[config.mk]
export PLATFORM = sky130hd
export DESIGN_NAME = pio_edge_service_ctrl
export DESIGN_NICKNAME = d
export VERILOG_FILES = /design/src/rtl/pio_ctrl_pkg.sv /design/src/rtl/pio_edge_service_ctrl.sv
export SDC_FILE = /design/constraint.sdc
export NUM_CORES = 1
export LEC_CHECK = 0
export ABC_AREA = 1
export BUFFER_PORTS_ARGS = -buffer_cell sky130_fd_sc_hd__buf_2
export CAP_MARGIN = 20
export CORE_MARGIN = 3
export CORE_UTILIZATION = 48
export DETAILED_ROUTE_END_ITERATION = 8
export GPL_ROUTABILITY_DRIVEN = 0
export GPL_TIMING_DRIVEN = 0
export PLACE_DENSITY = 0.85
export SYNTH_ARGS = -nofsm -noshare
export SYNTH_HDL_FRONTEND = slang
export SYNTH_SLANG_ARGS = --single-unit
[constraint.sdc]
create_clock -name clk -period 2.12 [get_ports clk]
set_input_delay 0 -clock clk [delete_from_list [all_inputs] [get_ports clk]]
set_output_delay 0 -clock clk [all_outputs]
set_load 0.005 [all_outputs]
[src/rtl/pio_ctrl_pkg.sv]
// Shared definitions for the edge-capture PIO servicer: FSM encoding and PIO register offsets.
package pio_ctrl_pkg;

  typedef enum logic [3:0] {
    StInit   = 4'd0,
    StClr0   = 4'd1,
    StIdle   = 4'd2,
    StRdCap  = 4'd3,
    StRdCapW = 4'd4,
    StRdDat  = 4'd5,
    StRdDatW = 4'd6,
    StClr    = 4'd7,
    StPush   = 4'd8,
    StSettle = 4'd9
  } state_e;

  localparam logic [1:0] PIO_DATA = 2'd0;
  localparam logic [1:0] PIO_MASK = 2'd2;
  localparam logic [1:0] PIO_EDGE = 2'd3;

endpackage

[src/rtl/pio_edge_service_ctrl.sv]
// Hardware replacement for the switch-PIO ISR: programs irq_mask, services edge irqs and
// hands {edges, level} events downstream over valid/ready.
module pio_edge_service_ctrl
  import pio_ctrl_pkg::*;
#(
  parameter int unsigned      WIDTH    = 10,
  parameter logic [WIDTH-1:0] MASK_RST = 10'h3FF
) (
  input  logic             clk,
  input  logic             reset,
  input  logic [WIDTH-1:0] cfg_mask,
  input  logic             cfg_load,
  input  logic             pio_irq,
  output logic [1:0]       pio_address,
  output logic             pio_chipselect,
  output logic             pio_write_n,
  output logic [31:0]      pio_writedata,
  input  logic [31:0]      pio_readdata,
  output logic             evt_valid,
  input  logic             evt_ready,
  output logic [WIDTH-1:0] evt_edges,
  output logic [WIDTH-1:0] evt_level,
  output logic             busy
);

  state_e           state_q, state_d;
  logic             load_pend_q, load_pend_d;
  logic [WIDTH-1:0] mask_shadow_q, cap_q, lvl_q;
  logic             evt_valid_q, busy_q;
  logic             cs_q, wn_q;
  logic [1:0]       addr_q;
  logic [31:0]      wdata_q;

  logic             bus_cs, bus_wn;
  logic [1:0]       bus_addr;
  logic [31:0]      bus_wdata;

  logic             unused_rdata;
  assign unused_rdata = ^pio_readdata[31:WIDTH];

  always_comb begin
    state_d = state_q;
    unique case (state_q)
      StInit:   state_d = StClr0;
      StClr0:   state_d = StSettle;
      StIdle: begin
        // Mask reprogram wins over a concurrent irq; the INIT/CLR0 pass drops stale captures.
        if (load_pend_q || cfg_load) state_d = StInit;
        else if (pio_irq)            state_d = StRdCap;
      end
      StRdCap:  state_d = StRdCapW;
      StRdCapW: state_d = StRdDat;
      StRdDat:  state_d = StRdDatW;
      StRdDatW: state_d = StClr;
      StClr:    state_d = (|cap_q) ? StPush : StSettle;
      StPush:   if (evt_ready) state_d = StSettle;
      StSettle: state_d = StIdle;
      default:  state_d = StInit;
    endcase
  end

  assign load_pend_d = (state_q == StIdle) ? 1'b0 : (load_pend_q | cfg_load);

  // INIT/CLR0 writes issue from the current state so the mask write follows reset release;
  // read commands issue for the state being entered so readdata lands in the *_W states.
  always_comb begin
    bus_cs    = 1'b0;
    bus_wn    = 1'b1;
    bus_addr  = PIO_DATA;
    bus_wdata = '0;
    if (state_q == StInit) begin
      bus_cs    = 1'b1;
      bus_wn    = 1'b0;
      bus_addr  = PIO_MASK;
      bus_wdata = 32'(mask_shadow_q);
    end else if (state_q == StClr0) begin
      bus_cs   = 1'b1;
      bus_wn   = 1'b0;
      bus_addr = PIO_EDGE;
    end else begin
      unique case (state_d)
        StRdCap: begin
          bus_cs   = 1'b1;
          bus_addr = PIO_EDGE;
        end
        StRdCapW, StRdDat, StRdDatW: begin
          bus_cs   = 1'b1;
          bus_addr = PIO_DATA;
        end
        StClr: begin
          bus_cs   = 1'b1;
          bus_wn   = 1'b0;
          bus_addr = PIO_EDGE;
        end
        default: ;
      endcase
    end
  end

  always_ff @(posedge clk) begin
    if (reset) begin
      state_q       <= StInit;
      cs_q          <= 1'b0;
      wn_q          <= 1'b1;
      addr_q        <= PIO_DATA;
      wdata_q       <= '0;
      evt_valid_q   <= 1'b0;
      cap_q         <= '0;
      lvl_q         <= '0;
      load_pend_q   <= 1'b0;
      mask_shadow_q <= MASK_RST;
      busy_q        <= 1'b1;
    end else begin
      state_q     <= state_d;
      cs_q        <= bus_cs;
      wn_q        <= bus_wn;
      addr_q      <= bus_addr;
      wdata_q     <= bus_wdata;
      evt_valid_q <= (state_d == StPush);
      busy_q      <= (state_d != StIdle);
      load_pend_q <= load_pend_d;
      if (cfg_load)              mask_shadow_q <= cfg_mask;
      if (state_q == StRdCapW)   cap_q         <= pio_readdata[WIDTH-1:0];
      if (state_q == StRdDatW)   lvl_q         <= pio_readdata[WIDTH-1:0];
    end
  end

  assign pio_chipselect = cs_q;
  assign pio_write_n    = wn_q;
  assign pio_address    = addr_q;
  assign pio_writedata  = wdata_q;
  assign evt_valid      = evt_valid_q;
  assign evt_edges      = cap_q;
  assign evt_level      = lvl_q;
  assign busy           = busy_q;

endmodule

==> metrics.md, run 1 <==
| Metric | Value |
|---|---|
| Die Ht | `70.4 microns` |
| Routed Antenna Nets | `0` |
| CTS clk-pin slew, worst paths | `80 ps` |
| Fmax | `782 MHz` |
| Number of diodes | `0` |
| Yosys cell types | `23` |
| GRT Resource Usage Total | `0.194` |
| Power Density | `698 nW/um^2` |
| WP data required | `2320 ps` |
| Crit end category | `register` |
| Flop2flop setup slack | `840 ps` |
| HP Start | `evt_ready` |
| Vias per inst | `4.60` |
| Synth cell count leaders | `nor2_1, dfxtp_1, inv_1` |
| Vias in the first global route | `1745` |
| Detailed Routing Iterations Pass 1 | `4` |
| CTS tree | `built` |
| Final setup vio count | `0` |
| Slew Limit Fails | `0` |
| Biggest area consumer among synthesized cells | `dfxtp_1` |
| Final #Nets | `413` |
| Max-cap violations | `0` |
| Design area | `2720 sq um` |
| Post-DP Area | `2430 sq um` |
| Synthesized area | `1990 sq um` |
| Max IR drop VDD | `404 uV` |
| Async SR Flop Fraction | `0` |
| CTS resizes | `0` |
| Worst Hold Slack | `54.2 ps` |
| CTS Root Cell | `clkbuf_8` |
| Routed via count | `1906` |
| Remaining DRCs | `0` |
| Finished Core Util | `0.712` |
| Clock Sinks | `51` |
| Worst Skew | `10.4 ps` |
| Critical path arrival | `1480 ps` |
| CTS HTree Levels | `2` |
| Clk Latency, worst-skew pair | `300 ps` |
| Wire length per cell | `11.7 microns` |
| Critical R2R Capture | `evt_edges[7]` |
| Global-route wire length before repair | `7720 microns` |
| Row Count | `22` |
| Die width | `70.4 microns` |
| Status | `completed` |
| Fin. Hold Viols | `0` |
| Die Area | `4960 sq um` |
| Largest net degree at the start of global routing | `15` |
| Unrepaired setup endpoints after global routing | `no` |
| Final min period | `1280 ps` |
| HPWL Detailed | `3230 microns` |
| Cell with the most instances after synthesis | `nor2_1` |
| Gr ovfl total | `0` |
| Worst hold path class | `in2reg` |
| Cells after DPL | `386` |
| Yosys top cell area share | `0.513` |
| Main synth FF type | `dfxtp_1` |
| WHS Path Cells | `4` |
| Worst r2r src | `state_q[0]` |
| WHS Endpoint | `evt_valid` |
| Ports | `105` |
| Period utilization | `0.604` |
| EDFF count, synth | `0` |
| Yosys warnings | `0` |
| Dominant cells by area after synthesis | `dfxtp_1, nor2_1, buf_4` |
| Core ar. | `3830 sq um` |
| Setup_tns | `0 ps` |
| Number of I/O port buffers | `59` |
| DR iter-0 viols | `134` |
| Initial Util | `0.521` |
| Mapped Cells | `258` |
| Fraction of layout cells with a size suffix above 1 | `0.279` |
| Post-Layout Cell Count | `414` |
| Critical Path Fanout Max | `10` |
| Worst Reg-to-Reg Cells | `5` |
| Final WL | `4850 microns` |
| Initial antenna violation count | `0` |
| Leakage power | `0.00146 uW` |
| Area growth from synthesis to layout | `36.7%` |
| Setup CP Type | `reg2reg` |
| #FFs+latches synth | `51` |
| Critical Path Source Type | `register` |
| Num CTS Buffers | `5` |
| CTS max path bufs | `2` |
| Seq/Total Area, Yosys | `0.513` |
| Filler Cells Inserted | `303` |
| Syn_area_per_cell | `7.72 sq um` |
==> kinds of logic after synthesis <==
kind of cell	synth area share
AO/OA/AOI/OAI	0.111
buffers and inverters	0.161
flip-flops	0.513
other	0.00188
AND/OR/NAND/NOR	0.214
==> worst max path at each step <==
stage / start / endpoint / cells past startpoint
after detailed placement: state_q[0] / evt_edges[7] / 5
final: state_q[0] / evt_edges[7] / 5
after floorplan: state_q[2] / evt_level[1] / 6
after global placement: state_q[0] / evt_edges[7] / 5
after CTS: state_q[0] / evt_edges[7] / 5
after global routing: state_q[0] / evt_valid / 6
==> sequential cells by signal (all words and copies together) (netlist names), 2 cells and up <==
| name | cells |
|---|---|
| evt_edges | 10 |
| evt_level | 10 |
| mask_shadow_q | 10 |
| pio_address | 2 |
| pio_writedata | 10 |
| state_q | 4 |
==> repair_timing <==
action / 4_1_cts / 5_1_grt
hold endpoints to repair: 29 / 0
setup buffers: 0 / 0
hold buffers: 21 / 0
==> routing by layer <==
metal,GRT usage,vias to the layer above,wire length (microns)
met3,0.0403,10,343
li1,-,968,-
met2,0.342,78,2420
met4,0.0702,0,73
met5,0,-,0
met1,0.228,850,2020
==> critical path: stages (launching register included) <==
cell and delay (ps):
dfxtp_1 360, nor2_1 290, nand2_2 140, buf_6 160
o21ai_1 170, nor2_1 60
==> where the power goes <==
| group | switching (uW) | total [uW] | internal [uW] |
|---|---|---|---|
| clock network | 301 | 558 | 257 |
| logic | 158 | 298 | 140 |
| registers | 25.0 | 1040 | 1020 |
| total | 484 | 1900 | 1420 |
==> through the flow <==
| step | worst slack (ps) | total power (uW) |
|---|---|---|
| 3_5_place_dp | 866 | 1320 |
| 5_1_grt | 720 | 1980 |
| 6_report | 840 | 1900 |
| 4_1_cts | 861 | 1880 |
| 3_3_place_gp | 910 | 1320 |
| 2_1_floorplan | 1070 | 1230 |
==> layout make-up <==
| type | instances | area, sq um | area share |
|---|---|---|---|
| timing repair buffer | 80 | 505 | 0.186 |
| buffer | 31 | 219 | 0.0804 |
| sequential | 51 | 1020 | 0.375 |
| multi-input combinational | 170 | 729 | 0.268 |
| clock buffer | 6 | 82.6 | 0.0303 |
| inverter | 27 | 101 | 0.0372 |
| tap | 48 | 60.1 | 0.0220 |
| clock inverter | 1 | 5.00 | 0.00184 |
==> cells in the final DEF, fill, tap and decap left out <==
master	instances
clkbuf_2	1
buf_2	62
inv_2	3
dlygate4sd3_1	21
buf_4	22
nand2_2	2
nor3_1	1
nor3_2	1
o21ai_0	14
clkbuf_1	2
buf_1	1
a21oi_1	13
inv_1	23
nand2_1	22
nor2_4	1
o21ai_1	17
clkbuf_8	6
nand4_1	1
nor2_1	66
dfxtp_1	51
nand3_1	9
nor2_2	1
buf_6	2
conb_1	22
clkinv_2	1
clkinv_1	1
(Power assumes the default switching activity.)
==> inputs of run 2 (changes only) <==
--- a/config.mk
+++ b/config.mk
@@ -5,15 +5,15 @@
 export SDC_FILE = /design/constraint.sdc
 export NUM_CORES = 1
 export LEC_CHECK = 0
-export ABC_AREA = 1
+export ABC_AREA = 0
 export BUFFER_PORTS_ARGS = -buffer_cell sky130_fd_sc_hd__buf_2
 export CAP_MARGIN = 20
 export CORE_MARGIN = 3
-export CORE_UTILIZATION = 48
+export CORE_UTILIZATION = 40
 export DETAILED_ROUTE_END_ITERATION = 8
 export GPL_ROUTABILITY_DRIVEN = 0
 export GPL_TIMING_DRIVEN = 0
-export PLACE_DENSITY = 0.85
+export PLACE_DENSITY = 0.75
 export SYNTH_ARGS = -nofsm -noshare
 export SYNTH_HDL_FRONTEND = slang
 export SYNTH_SLANG_ARGS = --single-unit
==> constraint.sdc (replaced) <==
create_clock -name clk -period 1.1 [get_ports clk]
set_input_delay 0 -clock clk [delete_from_list [all_inputs] [get_ports clk]]
set_output_delay 0 -clock clk [all_outputs]
set_load 0.005 [all_outputs]
==> run 2 against run 1 <==
Effect of this change: the flow now finishes with violations (negative setup slack); via count grew 3.6%; first-iteration DRC count decreased by 30%; final area up 21%; global-route usage fell by 0.85 points; flip-flop and latch count did not move; sequential power is 100% higher; clock skew fell by 1.2 ps; non-clock buffer count increased by 21; final cell count is 1.4% higher; critical endpoint is now busy; register-to-register slack got worse by 1200 ps; combinational power increased to 4.0 times the previous value; synthesized cell count shrank 13%.
==> metrics.md, run 2 <==
| Metric | Value |
|---|---|
| DP Worst Slack | `-395 ps (-1260 ps)` |
| Worst Reg-to-Reg Cells | `5 (unchanged)` |
| Main combinational cell family by area after synthesis | `simple AND/OR/NAND/NOR gates` |
| Seq/Total Area, Yosys | `0.497 (-0.0153)` |
| Most frequent cells in the layout | `buf_2, dfxtp_1, buf_4` |
| Crit end category | `register` |
| Wire length per cell | `14.0 microns (+20%)` |
| Remaining DRCs | `0 (unchanged)` |
| Unrepaired setup endpoints after global routing | `yes` |
| Final WL | `5880 microns (+21%)` |
| Main synth FF type | `dfxtp_1` |
| EDFF count, synth | `0 (unchanged)` |
| Vias per inst | `4.70 (+2.1%)` |
| Routed Antenna Nets | `0 (unchanged)` |
| Worst hold path class | `in2reg` |
| Num CTS Buffers | `5 (unchanged)` |
| Critical Path Source Type | `register` |
| Leakage power | `0.00152 uW (+4.6%)` |
| Vias in the first global route | `1830 (+4.9%)` |
| Dominant cells by area after synthesis | `dfxtp_1, buf_4, nand2_1` |
| Footprint of the multi-input gates | `1140 sq um (+56%)` |
| CTS tree | `built` |
| Max-cap violations | `0 (unchanged)` |
| Critical path arrival | `1620 ps (+140 ps)` |
| Global-route wire length before repair | `8780 microns (+14%)` |
| Mapped Cells | `225 (-13%)` |
| Synthesized area | `2050 sq um (+3.1%)` |
| #FFs+latches synth | `51 (unchanged)` |
| Yosys warnings | `0 (unchanged)` |
| Fin. Hold Viols | `0 (unchanged)` |
| Core ar. | `4850 sq um (+27%)` |
| Initial Util | `0.423 (-0.0971)` |
| XOR/XNOR Fraction of Synth Area | `0.00853 (+0.00853)` |
| Synth Area in Compound Gates | `0.135 (+0.0247)` |
| Met3 usage | `0.0232 (-0.0171)` |
| Clock Sinks | `51 (unchanged)` |
| Worst Skew | `9.20 ps (-1.18 ps)` |
| Final min period | `1430 ps (+146 ps)` |
| CTS clk-pin slew, worst paths | `90 ps (about the same)` |
| Commonest non-fill, non-tap cell in the layout | `buf_2` |
| Syn_area_per_cell | `9.13 sq um (+18%)` |
| PnR worst setup slack | `-325 ps (-1170 ps)` |
| Slew Limit Fails | `0 (unchanged)` |
| Yosys top cell area share | `0.497 (-0.0153)` |
| Biggest area consumer among synthesized cells | `dfxtp_1` |
| Die width | `77.6 microns (+10%)` |
| Fraction of layout cells with a size suffix above 1 | `0.521 (+0.243)` |
| HPWL Detailed | `3290 microns (+1.9%)` |
| Fmax | `702 MHz (-10%)` |
| Gr ovfl total | `0 (unchanged)` |
| Area growth from synthesis to layout | `61.2%` |
| Register Area | `1030 sq um (+0.74%)` |
| DR iter-0 viols | `94 (-30%)` |
| Ports | `105 (unchanged)` |
| Setup CP Type | `reg2reg` |
| Least-Margin Pin Slew | `706 ps` |
| Period utilization | `1.30 (+0.692)` |
| CTS HTree Levels | `2 (unchanged)` |
| Async SR Flop Fraction | `0 (unchanged)` |
| Row Count | `25 (+14%)` |
| Cell with the most instances after synthesis | `dfxtp_1` |
| Initial antenna violation count | `0 (unchanged)` |
| WP data required | `1290 ps (-1030 ps)` |
| Simple-gate share of the synthesized area | `0.242 (+0.0277)` |
| Detailed Routing Iterations Pass 1 | `4 (unchanged)` |
| Clk Latency, worst-skew pair | `300 ps (about the same)` |
| Multiplexer share of the synthesized area | `0 (unchanged)` |
| Post-Synth Adder-Cell Area | `0 (unchanged)` |
| Final #Nets | `399 (-3.4%)` |
| Number of I/O port buffers | `59 (unchanged)` |
| Yosys cell types | `36 (+57%)` |
| Die Ht | `77.6 microns (+10%)` |
| Final setup vio count | `40 (+40)` |
| Global-route layer with the greatest usage | `met2` |
| Failing checks | `negative setup slack` |
| Routed via count | `1975 (+3.6%)` |
| Die Area | `6030 sq um (+22%)` |
| CTS Root Cell | `clkbuf_8` |
| Critical Path Fanout Max | `7 (-3)` |
| Met2 Usage GRT | `0.321 (-0.0209)` |
| Filler Cells Inserted | `363 (+20%)` |
| Power Density | `1350 nW/um^2 (+94%)` |
| Total power draw | `4480 uW (+140%)` |
| GRT Resource Usage Total | `0.185 (-0.00850)` |
| Status | `finished with violations` |
| Max IR drop VDD | `755 uV (+87%)` |
| Met1 Use GR | `0.225 (-0.00332)` |
| Headroom to the max-slew limit | `0.529` |
| Synth cell count leaders | `dfxtp_1, nand2_1, buf_4` |
| Largest net degree at the start of global routing | `16 (+1)` |
| WHS Path Cells | `3 (-1)` |
| CTS max path bufs | `2 (unchanged)` |
| Number of diodes | `0 (unchanged)` |
[run 2: changes by cell type after synthesis, moves of 11 or more]
cell / previous run / this run
o21ai_1: 17 / 1
inv_1: 23 / 1
o21ai_0: 14 / 0
nor2b_1: 0 / 11
nand2_1: 22 / 45
and2_1: 0 / 12
nor2_1: 66 / 9
[run 2: final cells by class]
cell class | count | area share
clock buffers | 7 | 0.0291
plain buffers | 34 | 0.0836
flip-flops and latches | 51 | 0.311
repair buffers | 98 | 0.202
clock inverters | 1 | 0.00227
multi-input cells | 160 | 0.345
inverters | 2 | 0.00227
well taps | 67 | 0.0253
[run 2: kinds of logic (layout without fill, tap and decap cells)]
| family | count (synthesis) | after routing |
|---|---|---|
| DFF | 51 | 51 |
| and+or+nand+nor | 93 | 94 |
| other | 1 | 22 |
| xor gates and xnor gates | 2 | 2 |
| AOI/OAI and AO/OA | 42 | 42 |
| buffers and inverters | 36 | 142 |
[run 2: worst max-delay path: stages, from the launching register on]
cell and delay [ps]:
dfxtp_4 390, buf_12 140, o211a_4 230, nor4_4 280
buf_4 200, nand3_1 70
[run 2: through the flow]
step / hold slack, ps / util / TNS (ps) / cells / instance area, sq um
after floorplan: 118 / - / -3100 / 246 / 2170
after global placement: 209 / 0.526 / -10700 / 372 / 2550
after detailed placement: 211 / 0.526 / -11300 / 372 / 2550
after CTS: 33.8 / 0.641 / -6150 / 414 / 3110
after global routing: 62.1 / 0.683 / -9970 / 420 / 3310
final: 44.6 / 0.683 / -8290 / 420 / 3310
[run 2: what timing repair did]
action / in CTS / in global routing
hold buffers: 20 / 0
gates cloned: 3 / 0
pin swaps: 17 / 27
hold endpoints to repair: 30 / 0
resized for setup: 45 / 42
setup buffers: 12 / 6
setup endpoints to repair: 37 / 40
[run 2: path summary, 6_finish.rpt]
| path | end | slack, ps | from |
|---|---|---|---|
| max reg2reg | busy | -330 | state_q[0] |
| min | mask_shadow_q[0] | 40 | cfg_load |
| min reg2reg | pio_writedata[6] | 450 | mask_shadow_q[6] |
| max | busy | -330 | state_q[0] |
[run 2: layer usage]
metal  up-vias  share of wire  wire length [microns]
met5         -              0                      0
met3        13          0.054                    315
met4         0          0.022                    132
li1        952              -                      -
met2        68           0.53                   3140
met1       942           0.39                   2290
[run 2: power breakdown]
part	leakage [uW]	internal (uW)	total, uW	switching (uW)
combinational	0.00105	657	1200	543
sequential	0.000420	2020	2090	68.5
clock	0.0000505	573	1190	616
total	0.00152	3250	4480	1230
==> inputs of run 3 (changes only) <==
--- a/config.mk
+++ b/config.mk
@@ -8,12 +8,13 @@
 export ABC_AREA = 0
 export BUFFER_PORTS_ARGS = -buffer_cell sky130_fd_sc_hd__buf_2
 export CAP_MARGIN = 20
-export CORE_MARGIN = 3
+export CORE_MARGIN = 1
 export CORE_UTILIZATION = 40
 export DETAILED_ROUTE_END_ITERATION = 8
 export GPL_ROUTABILITY_DRIVEN = 0
 export GPL_TIMING_DRIVEN = 0
 export PLACE_DENSITY = 0.75
+export SKIP_CTS_REPAIR_TIMING = 1
 export SYNTH_ARGS = -nofsm -noshare
 export SYNTH_HDL_FRONTEND = slang
 export SYNTH_SLANG_ARGS = --single-unit
==> run 3 against run 2 <==
Effect of this change: the run still ends with negative setup slack left; clock power increased by 15%; sequential share of layout area increased by 3.0 points; largest power group unchanged; largest cell class is now registers; combinational power decreased by 22%; non-clock buffer count decreased by 12; final cell count decreased by 2.9%; wire length decreased by 19%; core utilization decreased by 5.6 points; register-to-register slack about the same; flip-flop and latch count unchanged; fmax increased by 0.85%; die area decreased by 10%.
==> metrics.md, run 3 (synthesized netlist as in run 2, its figures left out) <==
| Metric | Value |
|---|---|
| DR iter-0 viols | `99 (+5.3%)` |
| Ports | `105 (unchanged)` |
| Gr ovfl total | `0 (unchanged)` |
| Routed via count | `1788 (-9.5%)` |
| Fin. Hold Viols | `0 (unchanged)` |
| CTS Root Cell | `clkbuf_8` |
| Headroom to the max-slew limit | `0.661 (+0.132)` |
| Worst Skew | `5.39 ps (-3.81 ps)` |
| Setup CP Type | `reg2reg` |
| Initial antenna violation count | `0 (unchanged)` |
| Die Ht | `73.6 microns (-5.2%)` |
| Global-route wire length before repair | `6710 microns (-24%)` |
| Critical Path Source Type | `register` |
| Crit-path cells | `buf_8 > nor4b_4 > o211a_1 > nor4_4 > buf_4 > and2_1` |
| CTS clk-pin slew, worst paths | `90 ps (about the same)` |
| Fraction of layout cells with a size suffix above 1 | `0.393 (-0.128)` |
| Setup_tns | `-6660 ps (+1630 ps)` |
| Critical Path Fanout Max | `10 (+3)` |
| Total power draw | `4390 uW (-1.8%)` |
| Top cell family by delay on the critical path | `simple AND/OR/NAND/NOR gates` |
| Vias in the first global route | `1386 (-24%)` |
| Fmax | `708 MHz (+0.85%)` |
| CTS max path bufs | `2 (unchanged)` |
| WP data required | `1300 ps (about the same)` |
| Max-cap violations | `0 (unchanged)` |
| CTS HTree Levels | `2 (unchanged)` |
| Most frequent cells in the layout | `buf_2, dfxtp_1, nand2_1` |
| Status | `finished with violations` |
| HPWL Detailed | `3080 microns (-6.4%)` |
| Leakage power | `0.00139 uW (-8.4%)` |
| CTS tree | `built` |
| CP max stage delay | `340 ps (-50 ps)` |
| Remaining DRCs | `0 (unchanged)` |
| Num CTS Buffers | `5 (unchanged)` |
| GRT Resource Usage Total | `0.162 (-0.0231)` |
| Detailed Routing Iterations Pass 1 | `4 (unchanged)` |
| Unrepaired setup endpoints after global routing | `yes` |
| Period utilization | `1.28 (-0.0109)` |
| Routed Antenna Nets | `0 (unchanged)` |
| Worst hold path class | `in2reg` |
| Final WL | `4790 microns (-19%)` |
| Core ar. | `4820 sq um (-0.65%)` |
| Die width | `73.6 microns (-5.2%)` |
| Worst path slowest cell | `dfxtp_2` |
| Largest net degree at the start of global routing | `17 (+1)` |
| Failing checks | `negative setup slack` |
| Vias per inst | `4.38 (-6.8%)` |
| Crit end category | `register` |
| Crit path buf inv count | `2 (unchanged)` |
| Least-Margin Pin Slew | `508 ps (-198 ps)` |
| Row Count | `25 (unchanged)` |
| Final setup vio count | `37 (-7.5%)` |
| Number of I/O port buffers | `59 (unchanged)` |
| Critical path arrival | `1620 ps (about the same)` |
| Cells after DPL | `372 (unchanged)` |
| Final #Nets | `387 (-3.0%)` |
| Initial Util | `0.426 (+0.00275)` |
| Finished Core Util | `0.627 (-0.0556)` |
| Clk Latency, worst-skew pair | `300 ps (about the same)` |
| Final min period | `1410 ps (-12.0 ps)` |
| Max IR drop VDD | `608 uV (-19%)` |
| Area growth from synthesis to layout | `47.1%` |
| Clock Sinks | `51 (unchanged)` |
| Post-Layout Cell Count | `408 (-2.9%)` |
| Commonest non-fill, non-tap cell in the layout | `buf_2` |
| Slew Limit Fails | `0 (unchanged)` |
| PnR worst setup slack | `-313 ps (+12.0 ps)` |
| Power Density | `1450 nW/um^2 (+7.6%)` |
| Wire length per cell | `11.7 microns (-16%)` |
| Number of diodes | `0 (unchanged)` |
| Die Area | `5420 sq um (-10%)` |
run 3: cell types whose count changed in the layout (fill, tap and decap cells not counted), moves of 6 or more:
cell,before,now
a21oi_1,6,20
a21oi_2,17,3
buf_4,33,27
buf_6,11,5
nand2_1,22,35
nand2_2,16,10
nand2_4,7,0
run 3: path summary, 6_finish.rpt:
path / startpoint / endpoint / slack [ps] / depth (start not counted)
max: state_q[3] / evt_valid / -310 / 6
min: cfg_load / mask_shadow_q[0] / 40 / 3
max reg2reg: state_q[3] / evt_valid / -310 / 6
min reg2reg: mask_shadow_q[8] / pio_writedata[8] / 450 / 1
run 3: tightest hold or removal path: stages:
cell and delay (ps):
buf_2 110, nor2b_1 110, a211o_1 100
run 3: cell type report:
cell class | instances | area, sq um
clock buffers | 6 | 82.6
flip-flops and latches | 51 | 1030
fillers | 421 | 1800
repair buffers | 86 | 556
clock inverters | 2 | 38.8
plain buffers | 34 | 267
well taps | 67 | 83.8
inverters | 2 | 7.51
multi-input cells | 160 | 957
run 3: per-stage QoR:
step	hold slack, ps	setup WS [ps]	cell area [sq um]
floorplan	118	-189	2170
detailed placement	213	-427	2550
CTS	-109	-449	2670
finish	41.5	-313	3020
global route	47.2	-361	3020
global placement	208	-360	2550
run 3: power breakdown:
part	switching [uW]	internal, uW
clock	624	748
combinational	434	503
sequential	66.0	2020
run 3: routing by layer:
layer	part of all wire	GRT usage	routed length, microns	up-vias
li1	-	-	-	935
met1	0.45	0.217	2170	799
met2	0.49	0.257	2360	48
met3	0.038	0.0302	183	6
met4	0.014	0.0641	65	0
met5	0	0	0	-
